==> src/rtl/mem_access_seq_pkg.sv <==
// Shared op/state encodings and lane helpers for the load/store sequencer.
// Pure declarations and combinational functions; no timing or flow control here.
package mem_access_seq_pkg;

    typedef enum logic [2:0] {
        OP_LW  = 3'b000,
        OP_LH  = 3'b001,
        OP_LHU = 3'b010,
        OP_LB  = 3'b011,
        OP_LBU = 3'b100,
        OP_SW  = 3'b101,
        OP_SH  = 3'b110,
        OP_SB  = 3'b111
    } op_t;

    typedef enum logic [2:0] {
        ST_IDLE = 3'd0,
        ST_RD   = 3'd1,
        ST_WR   = 3'd2,
        ST_RESP = 3'd3,
        ST_ERR  = 3'd4
    } state_t;

    function automatic logic is_load(input op_t op);
        return (op == OP_LW) || (op == OP_LH) || (op == OP_LHU) ||
               (op == OP_LB) || (op == OP_LBU);
    endfunction

    function automatic logic is_store(input op_t op);
        return (op == OP_SW) || (op == OP_SH) || (op == OP_SB);
    endfunction

    function automatic logic is_half(input op_t op);
        return (op == OP_LH) || (op == OP_LHU) || (op == OP_SH);
    endfunction

    function automatic logic is_byte(input op_t op);
        return (op == OP_LB) || (op == OP_LBU) || (op == OP_SB);
    endfunction

    function automatic logic is_aligned(input op_t op, input logic [1:0] addr_lo);
        if ((op == OP_LW) || (op == OP_SW)) return addr_lo == 2'b00;
        if (is_half(op))                    return !addr_lo[0];
        return 1'b1;
    endfunction

    // 8->32 and 16->32 extenders shared by every sub-word load path
    function automatic logic [31:0] ext8(input logic [7:0] v, input logic sign_ext);
        return {{24{sign_ext & v[7]}}, v};
    endfunction

    function automatic logic [31:0] ext16(input logic [15:0] v, input logic sign_ext);
        return {{16{sign_ext & v[15]}}, v};
    endfunction

endpackage

==> src/rtl/mem_access_seq_lane_extract.sv <==
// Picks the addressed byte/half lane out of a little-endian word and extends it.
// Purely combinational, zero latency, no flow control.
module mem_access_seq_lane_extract (
    input  logic [31:0] word,
    input  logic [1:0]  addr,
    input  logic [2:0]  op,
    output logic [31:0] value
);
    import mem_access_seq_pkg::*;

    logic [7:0]  byte_lane;
    logic [15:0] half_lane;

    always_comb begin
        byte_lane = word[{addr, 3'b000} +: 8];
        half_lane = addr[1] ? word[31:16] : word[15:0];
        case (op_t'(op))
            OP_LH:   value = ext16(half_lane, 1'b1);
            OP_LHU:  value = ext16(half_lane, 1'b0);
            OP_LB:   value = ext8(byte_lane, 1'b1);
            OP_LBU:  value = ext8(byte_lane, 1'b0);
            default: value = word;
        endcase
    end

endmodule

==> src/rtl/mem_access_seq.sv <==
// One-at-a-time load/store sequencer with read-modify-write for SB/SH.
// Latency loads READ_WAIT+1, SW 2, SH/SB READ_WAIT+2, misaligned 1; req_ready only in IDLE.
module mem_access_seq #(
    parameter int READ_WAIT = 1
) (
    input  logic        clk,
    input  logic        reset,
    input  logic        req_valid,
    output logic        req_ready,
    input  logic [2:0]  req_op,
    input  logic [31:0] req_addr,
    input  logic [31:0] req_wdata,
    output logic        resp_valid,
    output logic        resp_err,
    output logic [31:0] resp_rdata,
    output logic [31:0] mem_addr,
    output logic        mem_wr,
    output logic [31:0] mem_wdata,
    input  logic [31:0] mem_rdata
);
    import mem_access_seq_pkg::*;

    state_t      state;
    op_t         op_q;
    op_t         req_op_e;
    logic [1:0]  addr_lo;
    logic [15:0] wdata_lo;
    logic [2:0]  wait_cnt;
    logic [31:0] load_value;
    logic [31:0] merged;

    assign req_op_e   = op_t'(req_op);
    assign req_ready  = (state == ST_IDLE);
    assign mem_wr     = (state == ST_WR);
    assign resp_valid = (state == ST_RESP) || (state == ST_ERR);
    assign resp_err   = (state == ST_ERR);

    mem_access_seq_lane_extract u_lane_extract (
        .word  (mem_rdata),
        .addr  (addr_lo),
        .op    (op_q),
        .value (load_value)
    );

    // Sub-word store: overwrite only the addressed lane of the word just read
    always_comb begin
        merged = mem_rdata;
        if (is_byte(op_q)) merged[{addr_lo, 3'b000} +: 8] = wdata_lo[7:0];
        else               merged[{addr_lo[1], 4'b0000} +: 16] = wdata_lo;
    end

    always_ff @(posedge clk or posedge reset) begin
        if (reset) begin
            state      <= ST_IDLE;
            op_q       <= OP_LW;
            addr_lo    <= 2'b00;
            wdata_lo   <= 16'h0000;
            wait_cnt   <= 3'd0;
            resp_rdata <= 32'h0;
            mem_addr   <= 32'h0;
            mem_wdata  <= 32'h0;
        end else begin
            case (state)
                ST_IDLE: begin
                    if (req_valid) begin
                        op_q     <= req_op_e;
                        addr_lo  <= req_addr[1:0];
                        wdata_lo <= req_wdata[15:0];
                        mem_addr <= {req_addr[31:2], 2'b00};
                        wait_cnt <= 3'(READ_WAIT - 1);
                        if (!is_aligned(req_op_e, req_addr[1:0])) begin
                            resp_rdata <= 32'h0;
                            state      <= ST_ERR;
                        end else if (req_op_e == OP_SW) begin
                            mem_wdata <= req_wdata;
                            state     <= ST_WR;
                        end else begin
                            state <= ST_RD;
                        end
                    end
                end
                ST_RD: begin
                    // mem_rdata is only trusted on the last wait cycle
                    if (wait_cnt == 3'd0) begin
                        if (is_load(op_q)) begin
                            resp_rdata <= load_value;
                            state      <= ST_RESP;
                        end else begin
                            mem_wdata <= merged;
                            state     <= ST_WR;
                        end
                    end else begin
                        wait_cnt <= wait_cnt - 3'd1;
                    end
                end
                ST_WR: begin
                    resp_rdata <= 32'h0;
                    state      <= ST_RESP;
                end
                ST_RESP, ST_ERR: state <= ST_IDLE;
                default:         state <= ST_IDLE;
            endcase
        end
    end

endmodule

==> config.mk <==
export PLATFORM = sky130hd
export DESIGN_NAME = mem_access_seq
export DESIGN_NICKNAME = d
export VERILOG_FILES = /design/src/rtl/mem_access_seq_pkg.sv /design/src/rtl/mem_access_seq_lane_extract.sv /design/src/rtl/mem_access_seq.sv
export SDC_FILE = /design/constraint.sdc
export NUM_CORES = 1
export LEC_CHECK = 0
export ABC_AREA = 1
export BUFFER_PORTS_ARGS = -buffer_cell sky130_fd_sc_hd__buf_2
export CAP_MARGIN = 25
export CORE_ASPECT_RATIO = 1.4
export CORE_MARGIN = 2
export CORE_UTILIZATION = 60
export CTS_BUF_LIST = sky130_fd_sc_hd__clkbuf_8
export CTS_CLUSTER_SIZE = 16
export DETAILED_ROUTE_END_ITERATION = 8
export GPL_TIMING_DRIVEN = 0
export PLACE_DENSITY = 0.89
export SLEW_MARGIN = 20
export SYNTH_ARGS = -nofsm -noshare
export SYNTH_HDL_FRONTEND = slang
export SYNTH_HIERARCHICAL = 1
export SYNTH_SLANG_ARGS = --single-unit
==> constraint.sdc <==
create_clock -name clk -period 8.9 [get_ports clk]
set_input_delay 0.445 -clock clk [delete_from_list [all_inputs] [get_ports clk]]
set_output_delay 0.445 -clock clk [all_outputs]
set_load 0.01 [all_outputs]
After elaboration in Yosys (flattened, before gate mapping)
Cells that the tools add are included.
W data, S select, Z words.
Word-level totals
  register bits: 121
  output and inout port bits: 100
  logic and storage cells: 98
Operators by class
  $add $sub $neg: 3
  equality and inequality tests: 21
  shifts and indexed selects: 5
  mux-type cells: 38
  reduce and logical (&&, ||, !) cells: 23
Operators with widths (count)
  $mux W32: 10
  $pmux W32 S4: 1
  $pmux W32 S3: 1
  $bwmux W32: 2
  $pmux W32 S2: 1
  $shift A16 B7 Y32 const A: 1
  $shift A8 B7 Y32 const A: 1
  $shiftx A16 B7 Y32: 1
  $shiftx A32 B6 Y8: 1
  $shiftx A8 B7 Y32: 1
  $mux W16: 1
  $eq A3 B2 Y1 const B: 5
  $eq A3 B3 Y1 const B: 5
  $mux W3: 5
  $mux W1: 14
  $neg A5 Y7: 2
  $logic_not A3 Y1: 4
  $ne A2 B2 Y1 const B: 6
  $logic_or A1 B1 Y1: 10
  $eq A3 B1 Y1 const B: 3
  $pmux W3 S3: 1
  $pmux W3 S2: 1
  $reduce_and A6 Y1: 1
  $reduce_and A5 Y1: 1
  9 further kinds: 11

Longest topological paths before layout
Gate-level depths: netlist of run 1.
  word-level depth: 15
  mapped depth: 13
  depth with buffers taken out: 10

Hierarchy
Netlist of run 1, hierarchy kept.
Modules (own cells, without submodules)
  mem_access_seq: instances 1, cells an instance 913, area an instance 6822.8 µm², sequential area each 3027.9 µm²
  mem_access_seq_lane_extract: instances 1, cells an instance 232, area an instance 980.9 µm², sequential area each 0.0 µm²

Worst setup path after synthesis of run 1
OpenSTA, ideal clock, no wires.
  path kind: register -> register
  start point: register addr_lo[1]
  end point: register mem_wdata[8]
  data arrival time: 2158 ps
  slack: 6666 ps
  stages on the path, launching flop included: 14
  buffers on the path: 4
  path through: dfrtp_1 clkbuf_1 inv_1 buf_2 ha_1 clkbuf_1 inv_1 buf_2 nand3_1 o21ai_0 nand2_1 nand2_1 nand2_1 o21ai_1
Between the ends
  cells in the longest elaborated chain, start to end: 7
  elaborated cells between the ends (all ways): 12
  classes of those cells: add/sub: 2; shift: 4; mux: 6
Ends and longest elaborated chain
  start: declaration: RTL line mem_access_seq.sv:26  | logic [1:0] addr_lo;
  start signal: assignment: RTL line mem_access_seq.sv:67  | addr_lo <= req_addr[1:0];
  $neg A5 Y7 (on tied branches): RTL line mem_access_seq.sv:49, mem_access_seq.sv:48
  $shiftx A16 B7 Y32 (tied with other cells): RTL line mem_access_seq.sv:49  | else merged[{addr_lo[1], 4'b0000} +: 16] = wdata_lo;
  $bwmux W32 (on tied branches): RTL line mem_access_seq.sv:49, mem_access_seq.sv:48
  $mux W32 *: RTL line mem_access_seq.sv:48  | if (is_byte(op_q)) merged[{addr_lo, 3'b000} +: 8] = wdata_lo[7:0];
  $mux W32 *: RTL line mem_access_seq.sv:85  | if (is_load(op_q)) begin
  $mux W32 *: RTL line mem_access_seq.sv:84  | if (wait_cnt == 3'd0) begin
  $pmux W32 S2 *: RTL line mem_access_seq.sv:63  | case (state)
  end signal: assignment: RTL line mem_access_seq.sv:75  | mem_wdata <= req_wdata;
  end signal: assignment: RTL line mem_access_seq.sv:89  | mem_wdata <= merged;
  end: declaration: RTL line mem_access_seq.sv:18  | output logic [31:0] mem_wdata,
Mark *: on every way between the ends. The rest lies on a longest branch, timed or not. The select of a mux whose other input is x is not followed.
A chain may end at the register's enable or synchronous reset.

Worst setup path after layout of run 1
Ends and elaborated chain as after synthesis.

==> results.json, run 1 <==
{
  "status": "complete, but fails checks",
  "failed_checks": "design-rule violations",
  "drive_above_1_share": 0.233,
  "postRouteAntennaNets": 0,
  "path_max_fanout": 12,
  "critPathLaunchType": "flip-flop",
  "cp-end-kind": "flip-flop",
  "dp_hpwl_mm": 18.7,
  "final_cell_mix": "578 x nand2_1, 226 x buf_2, 121 x dfrtp_1",
  "max_cap_violations": 0,
  "setup_tns_ns": 0,
  "clkLatencyLatePin_ns": 0.45,
  "worst-setup-path-type": "flip-flop to flip-flop",
  "relSlewSlack": 0.623,
  "pwr-share-clk": 0.147,
  "p_int_w": 0.00179,
  "setup_viol": 0,
  "hold_path_class": "input port to asynchronous set/reset pin",
  "die_h_um": 139,
  "h-tree-depth": 4,
  "cts_num_sinks": 121,
  "area_growth_pct": 20.9,
  "viasPerCell": 5.52,
  "via_count": 8452,
  "clockBufferDepth": 2,
  "finalCritPeriodShare": 0.335,
  "grt_pass1_wl_mm": 38.8,
  "cts_setup_buffers": 0,
  "power_density_mw_per_mm2": 373,
  "grt_overflow": 0,
  "gp_congestion": 1.03,
  "final_common_cell": "nand2_1",
  "cts_tree": "yes",
  "p_leak_nw": 5.49,
  "hold_violations": 0,
  "drc": 8,
  "place_ws_ns": 6.03,
  "initial_core_util": 0.612,
  "slew_viol_final": 0,
  "required_ns": 9.28,
  "synth_area_sq_mm": 0.00780,
  "synth.distinct_cells": 28,
  "skew_ns": 0.0129,
  "cts_inserted_buffers": 17,
  "port_buffers": 199,
  "synth-seq-cells": 121,
  "yosysSeqAreaShare": 0.388,
  "grt_antenna_before_repair": 0,
  "coreArea_sq_mm": 0.0128,
  "fin_crit_ns": 2.98,
  "grtUsageTotal": 0.355,
  "ctsHoldBuffers": 0,
  "critPathArrivalTime_ns": 3.36,
  "switching_share": 0.491,
  "grt_setup_unrepaired": "false",
  "syn_inst": 1145,
  "pwr-share-comb": 0.583,
  "yosys_warnings": 6,
  "wl_per_cell_um": 16.0,
  "pwr-share-seq": 0.270,
  "die_w_um": 100,
  "avgSynthCellArea_sq_um": 6.82,
  "grt_max_degree": 65,
  "cts.clk_slew.worst_paths_ns": 0.09,
  "grt_pass1_vias": 7973,
  "ir_drop_mv": 0.225,
  "switchingPower_w": 0.00173,
  "row_count": 49,
  "wirelength_mm": 24.5,
  "fmax_mhz": 336,
  "num_io_pins": 202,
  "cts_root_buf": "clkbuf_8",
  "worst_pin_slew_ns": 0.565,
  "drtIter0Drc": 637,
  "antennaDiodeCount": 0,
  "dieArea_sq_mm": 0.0139,
  "nNetsFinal": 1474,
  "firstDrtPassIters": 9,
  "post_cts_resized": 0,
  "setup_slack_ns": 5.92
}
-- routing by layer --
metal	GRT usage	vias to the layer above	share of wire	wire [um]
li1	-	4065	-	-
met1	0.424	3802	0.36	8890
met2	0.613	481	0.50	12300
met3	0.0519	104	0.089	2180
met4	0.180	0	0.047	1150
met5	0	-	0	0
-- through the flow --
step	util	cells	cell area [sq um]	hold slack (ns)	power [W]
after floorplan	-	1146	7810	0.474	0.00235
after global placement	0.705	1498	8990	0.449	0.00291
after detailed placement	0.708	1499	9030	0.453	0.00297
after CTS	0.740	1530	9430	0.0784	0.00350
after global routing	0.740	1530	9430	0.125	0.00381
final	0.740	1530	9430	0.0681	0.00352
-- synth_stat cells --
cell      number  area (sq um)
nand2_1      578          2170
dfrtp_1      121          3030
nand3_1       93           465
inv_1         59           221
o21ai_0       54           270
nand3b_1      32           240
buf_2         27           135
o21ai_1       25           125
clkbuf_1      24          90.1
mux2_1        24           270
nand4_1       17           106
or2_2         16           100
mux2_2        15           169
nor2_1        12          45.0
buf_4         10          75.1
ha_1           7          87.6
a21oi_1        6          30.0
inv_2          5          18.8
buf_6          4          45.0
nand2_2        4          25.0
buf_1          2          7.51
nor2_2         2          12.5
nor2_4         2          22.5
o21ai_2        2          17.5
clkbuf_2       1          5.00
conb_1         1          3.75
nand3_2        1          10.0
nor3b_1        1          7.51
-- sequential cells by signal, indices dropped and copies added (netlist names) --
register    cells
addr_lo         2
mem_addr       30
wdata_lo       16
wait_cnt        3
mem_wdata      32
resp_rdata     32
state           3
op_q            3
-- cell type report --
type / count / area (sq um)
Multi-Input combinational cell: 893 / 4180
Clock inverter: 14 / 171
Sequential cell: 121 / 3030
Timing Repair Buffer: 200 / 1020
Buffer: 68 / 358
Inverter: 64 / 245
Clock buffer: 17 / 234
Fill cell: 1073 / 3320
Tap cell: 153 / 191
-- worst max-delay path, stage by stage, from the launching register on --
cell and delay, ns:
dfrtp_1 0.52, clkbuf_1 0.34, inv_1 0.21, buf_2 0.25, ha_1 0.20, clkbuf_1 0.20, inv_1 0.21, buf_2 0.24
nand3_1 0.16, o21ai_0 0.19, nand2_1 0.10, nand2_1 0.10, nand2_1 0.06, o21ai_1 0.12
-- worst paths after layout --
check	depth (start not counted)	endpoint	from	slack, ns
max	13	mem_wdata[8]	addr_lo[1]	5.92
min	2	mem_addr[12]	reset	0.07
max reg2reg	13	mem_wdata[8]	addr_lo[1]	5.92
min reg2reg	2	resp_rdata[27]	resp_rdata[27]	0.47
max in group asynchronous	3	mem_addr[3]	reset	8.14
min in group clk	2	mem_addr[14]	req_addr[14]	0.21
-- power by group through the flow --
stage	registers [W]	clock network (W)	logic (W)
2_1_floorplan	0.00100	0	0.00134
3_3_place_gp	0.000941	0	0.00197
3_5_place_dp	0.000954	0	0.00202
4_1_cts	0.000947	0.000518	0.00203
5_1_grt	0.000977	0.000545	0.00229
6_report	0.000952	0.000518	0.00205
-- logic make-up (layout without fill, tap and decap cells) --
group,count (synthesis),count (layout),synth area share
adders and majority gates,7,7,0.0112
buffers and inverters,132,363,0.0766
DFF,121,121,0.388
muxes,39,39,0.0563
and+or+nand+nor,758,758,0.411
other,1,2,0.000481
AOI/OAI and AO/OA,87,87,0.0568
(Power assumes the default switching activity.)
==> run 2, diff against run 1 <==
--- a/config.mk
+++ b/config.mk
@@ -10,12 +10,12 @@
 export CAP_MARGIN = 25
 export CORE_ASPECT_RATIO = 1.4
 export CORE_MARGIN = 2
-export CORE_UTILIZATION = 60
+export CORE_UTILIZATION = 55
 export CTS_BUF_LIST = sky130_fd_sc_hd__clkbuf_8
 export CTS_CLUSTER_SIZE = 16
 export DETAILED_ROUTE_END_ITERATION = 8
 export GPL_TIMING_DRIVEN = 0
-export PLACE_DENSITY = 0.89
+export PLACE_DENSITY = 0.83
 export SLEW_MARGIN = 20
 export SYNTH_ARGS = -nofsm -noshare
 export SYNTH_HDL_FRONTEND = slang
==> constraint.sdc (replaced) <==
create_clock -name clk -period 3 [get_ports clk]
set_input_delay 0.15 -clock clk [delete_from_list [all_inputs] [get_ports clk]]
set_output_delay 0.15 -clock clk [all_outputs]
set_load 0.01 [all_outputs]
==> run 2 against run 1 <==
Against the previous run: the flow now finishes without violations; global-route usage is 0.78 points lower; sequential power grew to 3.0 times the previous value; register-to-register slack worse by 5.8 ns; critical path depth stayed put; sequential share of layout area is 1.8 points lower; count of clock-buffer cells in the layout stayed put; critical path type unchanged; largest power group unchanged.
==> results.json, run 2 (synthesis gave the netlist of run 1 again) <==
{
  "row_count": 51,
  "slowest_stage": "dfrtp_2",
  "drtIter0Drc": 642,
  "fin_crit_ns": 2.83,
  "final_common_cell": "nand2_1",
  "setup_tns_ns": 0,
  "grt_setup_unrepaired": "false",
  "cts_root_buf": "clkbuf_8",
  "port_buffers": 199,
  "p_leak_nw": 5.70,
  "drc": 0,
  "critPathLaunchType": "flip-flop",
  "antennaDiodeCount": 0,
  "status": "completed",
  "viasPerCell": 5.34,
  "grtUsageTotal": 0.347,
  "path_common_cell": "nand2_1",
  "via_count": 8619,
  "initial_core_util": 0.561,
  "seq_area_sq_mm": 0.00303,
  "grt_max_degree": 37,
  "setup_viol": 0,
  "critPathArrivalTime_ns": 3.22,
  "grt_pass1_vias": 8369,
  "reg_top3": "mem_wdata x32, resp_rdata x32, mem_addr x30",
  "drive_above_1_share": 0.228,
  "worst-setup-path-type": "flip-flop to flip-flop",
  "multi_input_area_sq_mm": 0.00418,
  "finalCritPeriodShare": 0.945,
  "die_w_um": 105,
  "clockBufferDepth": 2,
  "relSlewSlack": 0.542,
  "postRouteAntennaNets": 0,
  "cts_tree": "yes",
  "worst_pin_slew_ns": 0.686,
  "hold_violations": 0,
  "area_growth_pct": 27.9,
  "wirelength_mm": 26.1,
  "cts.clk_slew.worst_paths_ns": 0.09,
  "final_cell_mix": "578 x nand2_1, 226 x buf_2, 120 x dfrtp_1",
  "nNetsFinal": 1524,
  "max_cap_violations": 0,
  "skew_ns": 0.0185,
  "die_h_um": 145,
  "fmax_mhz": 353,
  "cts_inserted_buffers": 17,
  "critPathBufInv": 6,
  "n_fill_cell": 1236,
  "num_io_pins": 202,
  "wl_per_cell_um": 16.2,
  "hold_path_class": "input port to flip-flop",
  "power_density_mw_per_mm2": 1060,
  "p_total_w": 0.0105,
  "firstDrtPassIters": 5,
  "dieArea_sq_mm": 0.0152,
  "slowest_delay_ns": 0.47,
  "dp_hpwl_mm": 18.9,
  "grt_overflow": 0,
  "grt_antenna_before_repair": 0,
  "path_max_fanout": 12,
  "gp_congestion": 1.01,
  "h-tree-depth": 4,
  "cp-end-kind": "flip-flop",
  "grt_pass1_wl_mm": 41.6,
  "cts_num_sinks": 121,
  "crit_family": "buffers and inverters",
  "coreArea_sq_mm": 0.0139,
  "clkLatencyLatePin_ns": 0.47,
  "slew_viol_final": 0,
  "required_ns": 3.39,
  "crit_chain": "clkbuf_2 > inv_1 > buf_2 > ha_1 > clkbuf_1 > inv_1 > buf_2 > nand3_1 > o21ai_0 > nand2_1 > nand2_1 > nand2_1 > o21ai_1",
  "ir_drop_mv": 0.531
}
## run 2: cell count changes in the layout (fill, tap and decap cells not counted), sizes merged
| cell | before | now |
|---|---|---|
| dlygate4sd3 | 0 | 48 |
| buf | 243 | 245 |
| inv | 67 | 69 |
| bufinv | 3 | 2 |
| clkinv | 5 | 4 |
| clkinvlp | 3 | 4 |
## run 2: layout make-up
class,instances,area share
well taps,185,0.0232
flip-flops and latches,121,0.303
clock buffers,17,0.0234
inverters,64,0.0244
clock inverters,15,0.0168
repair buffers,250,0.154
multi-input cells,893,0.419
plain buffers,68,0.0360
## run 2: final timing paths
path	startpoint	endpoint	slack, ns	depth (start not counted)
max	addr_lo[1]	mem_wdata[8]	0.17	13
min	req_op[0]	op_q[0]	0.02	3
max reg2reg	addr_lo[1]	mem_wdata[8]	0.17	13
min reg2reg	resp_rdata[4]	resp_rdata[4]	0.47	2
max in group asynchronous	reset	addr_lo[1]	1.82	5
min in group asynchronous	reset	mem_addr[6]	0.33	3
## run 2: tightest hold or removal path, delay by kind of cell
family | cells | cell delay, ns
compound gates | 1 | 0.09
buf+inv | 2 | 0.19
## run 2: metrics by stage
stage	hold slack [ns]	utilization	worst slack (ns)	cells	instance area, sq um
after global routing	0.0221	0.718	0.00178	1613	9980
after global placement	0.361	0.650	0.0219	1530	9040
after detailed placement	0.279	0.654	0.0378	1533	9100
final	0.0208	0.718	0.166	1613	9980
after floorplan	0.282	-	0.766	1146	7810
after CTS	0.00726	0.717	0.0234	1613	9980
## run 2: power by group
group | switching (W) | internal [W] | leakage [nW]
clock | 0.000777 | 0.000754 | 0.197
sequential | 0.000515 | 0.00232 | 1.53
combinational | 0.00396 | 0.00222 | 3.97
## run 2: routing by layer
| layer | track usage | share of wire | up-vias |
|---|---|---|---|
| met5 | 0 | 0 | - |
| met4 | 0.189 | 0.052 | 0 |
| met3 | 0.0588 | 0.079 | 102 |
| met2 | 0.606 | 0.50 | 417 |
| met1 | 0.402 | 0.37 | 3939 |
| li1 | - | - | 4161 |
## run 2: what timing repair did
item,in CTS,in global routing
hold buffers,48,0
hold endpoints to repair,77,0
endpoints found under the setup margin,0,12
resized for setup,0,3
buffers inserted,0,0
==> run 3, diff against run 2 <==
--- a/config.mk
+++ b/config.mk
@@ -9,7 +9,7 @@
 export BUFFER_PORTS_ARGS = -buffer_cell sky130_fd_sc_hd__buf_2
 export CAP_MARGIN = 25
 export CORE_ASPECT_RATIO = 1.4
-export CORE_MARGIN = 2
+export CORE_MARGIN = 1
 export CORE_UTILIZATION = 55
 export CTS_BUF_LIST = sky130_fd_sc_hd__clkbuf_8
 export CTS_CLUSTER_SIZE = 16
==> run 3 against run 2 <==
Against the previous run: non-clock buffer count up 1; maximum frequency grew 2.4%; combinational power hardly changed; clock power about the same; via count rose by 1.2%; sequential share of layout area about the same; cell area is essentially flat; sequential power about the same; worst setup slack better by 0.067 ns.
==> results.json, run 3 (synthesis gave the netlist of run 1 again) <==
{
  "switching_share": 0.496,
  "wl_per_cell_um": 15.8,
  "cts_root_buf": "clkbuf_8",
  "reg_top3": "mem_wdata x32, resp_rdata x32, mem_addr x30",
  "skew_ns": 0.0143,
  "dp_hpwl_mm": 18.4,
  "clockBufferDepth": 2,
  "hold_violations": 0,
  "cts_num_sinks": 121,
  "p_int_w": 0.00530,
  "h-tree-depth": 4,
  "rr_startpoint": "addr_lo[1]",
  "gp_congestion": 1.00,
  "wirelength_mm": 25.6,
  "area_growth_pct": 28.0,
  "p_leak_nw": 5.70,
  "cts_inserted_buffers": 17,
  "hold_path_class": "input port to flip-flop",
  "final_common_cell": "nand2_1",
  "antennaDiodeCount": 0,
  "slew_viol_final": 0,
  "multi_input_area_sq_mm": 0.00418,
  "setup_viol": 0,
  "drtIter0Drc": 535,
  "firstDrtPassIters": 7,
  "grtUsageTotal": 0.357,
  "cts_tree": "yes",
  "via_count": 8719,
  "final_cell_mix": "578 x nand2_1, 226 x buf_2, 120 x dfrtp_1",
  "pwr-share-seq": 0.270,
  "worst-setup-path-type": "flip-flop to flip-flop",
  "pwr-share-clk": 0.144,
  "status": "completed",
  "fmax_mhz": 361,
  "grt_overflow": 0,
  "nNetsFinal": 1525,
  "initial_core_util": 0.561,
  "viasPerCell": 5.40,
  "die_w_um": 103,
  "n_fill_cell": 1218,
  "dieArea_sq_mm": 0.0147,
  "critPathLaunchType": "flip-flop",
  "grt_pass1_wl_mm": 39.8,
  "die_h_um": 143,
  "fin_crit_ns": 2.77,
  "ir_drop_mv": 0.547,
  "cp-startpoint": "addr_lo[1]",
  "pwr-share-comb": 0.586,
  "switchingPower_w": 0.00522,
  "grt_setup_unrepaired": "false",
  "row_count": 51,
  "port_buffers": 199,
  "worstHoldStart": "req_addr[1]",
  "num_io_pins": 202,
  "clkLatencyLatePin_ns": 0.45,
  "p_total_w": 0.0105,
  "relSlewSlack": 0.563,
  "grt_pass1_vias": 8161,
  "drc": 0,
  "drive_above_1_share": 0.228,
  "coreArea_sq_mm": 0.0139,
  "cts.clk_slew.worst_paths_ns": 0.08,
  "path_max_fanout": 12,
  "seq_area_sq_mm": 0.00303,
  "grt_max_degree": 37,
  "critPathArrivalTime_ns": 3.13,
  "power_density_mw_per_mm2": 1050,
  "setup_tns_ns": 0,
  "cp-end-kind": "flip-flop",
  "max_cap_violations": 0,
  "required_ns": 3.37,
  "grt_antenna_before_repair": 0,
  "finalCritPeriodShare": 0.922,
  "worst_pin_slew_ns": 0.654,
  "postRouteAntennaNets": 0
}
## run 3: cell types whose count changed in the layout (fill, tap and decap cells not counted), sizes merged
cell         delta
clkinvlp        -1
dlygate4sd3     +1
inv             +1
## run 3: power by group through the flow
| stage | Clock [W] | Sequential [W] | Combinational [W] |
|---|---|---|---|
| 2_1_floorplan | 0 | 0.00298 | 0.00399 |
| 3_3_place_gp | 0 | 0.00279 | 0.00584 |
| 3_5_place_dp | 0 | 0.00282 | 0.00597 |
| 4_1_cts | 0.00152 | 0.00280 | 0.00605 |
| 5_1_grt | 0.00159 | 0.00292 | 0.00691 |
| 6_report | 0.00152 | 0.00285 | 0.00616 |
## run 3: final timing paths
kind	to	slack, ns	depth (start not counted)
setup / recovery	mem_wdata[24]	0.23	13
hold / removal	addr_lo[1]	0.01	3
setup reg to reg	mem_wdata[24]	0.23	13
hold reg to reg	resp_rdata[27]	0.47	2
max in group asynchronous	addr_lo[1]	1.83	5
min in group asynchronous	mem_addr[21]	0.34	3
## run 3: layout make-up
type / count / area share
plain buffers: 68 / 0.0359
clock buffers: 17 / 0.0234
clock inverters: 15 / 0.0165
inverters: 64 / 0.0244
multi-input cells: 893 / 0.419
flip-flops and latches: 121 / 0.303
well taps: 185 / 0.0232
repair buffers: 251 / 0.155
## run 3: stage by stage
| step | hold WS (ns) | instance area, sq um | util | setup WS, ns | cells |
|---|---|---|---|---|---|
| after floorplan | 0.282 | 7810 | - | 0.766 | 1146 |
| after global placement | 0.361 | 9040 | 0.650 | 0.0678 | 1530 |
| after detailed placement | 0.265 | 9100 | 0.654 | 0.0476 | 1533 |
| after CTS | 0.00204 | 9990 | 0.718 | 0.0163 | 1614 |
| after global routing | 0.0309 | 9990 | 0.718 | 0.0583 | 1614 |
| final | 0.0144 | 9990 | 0.718 | 0.233 | 1614 |
## run 3: layer usage
layer	global-route usage	share of wire	vias up	wire length (um)
li1	-	-	4176	-
met1	0.405	0.37	3975	9380
met2	0.592	0.49	448	12500
met3	0.0749	0.080	120	2030
met4	0.243	0.063	0	1610
met5	0	0	-	0
## run 3: worst max-delay path, stage by stage, from the launching register on
cell and delay (ns):
dfrtp_2 0.47, clkbuf_2 0.24, inv_1 0.14, buf_2 0.23, ha_1 0.20, clkbuf_1 0.22, inv_2 0.17, buf_2 0.24
nand3_1 0.19, o21ai_0 0.23, nand2_1 0.08, nand2_1 0.08, nand2_1 0.05, o21ai_1 0.14
## run 3: timing repair
item                       CTS  global route
buffers inserted             0             0
hold buffers                49             0
hold endpoints to repair    78             0
resized for setup            0             4
setup endpoints to repair    0            12
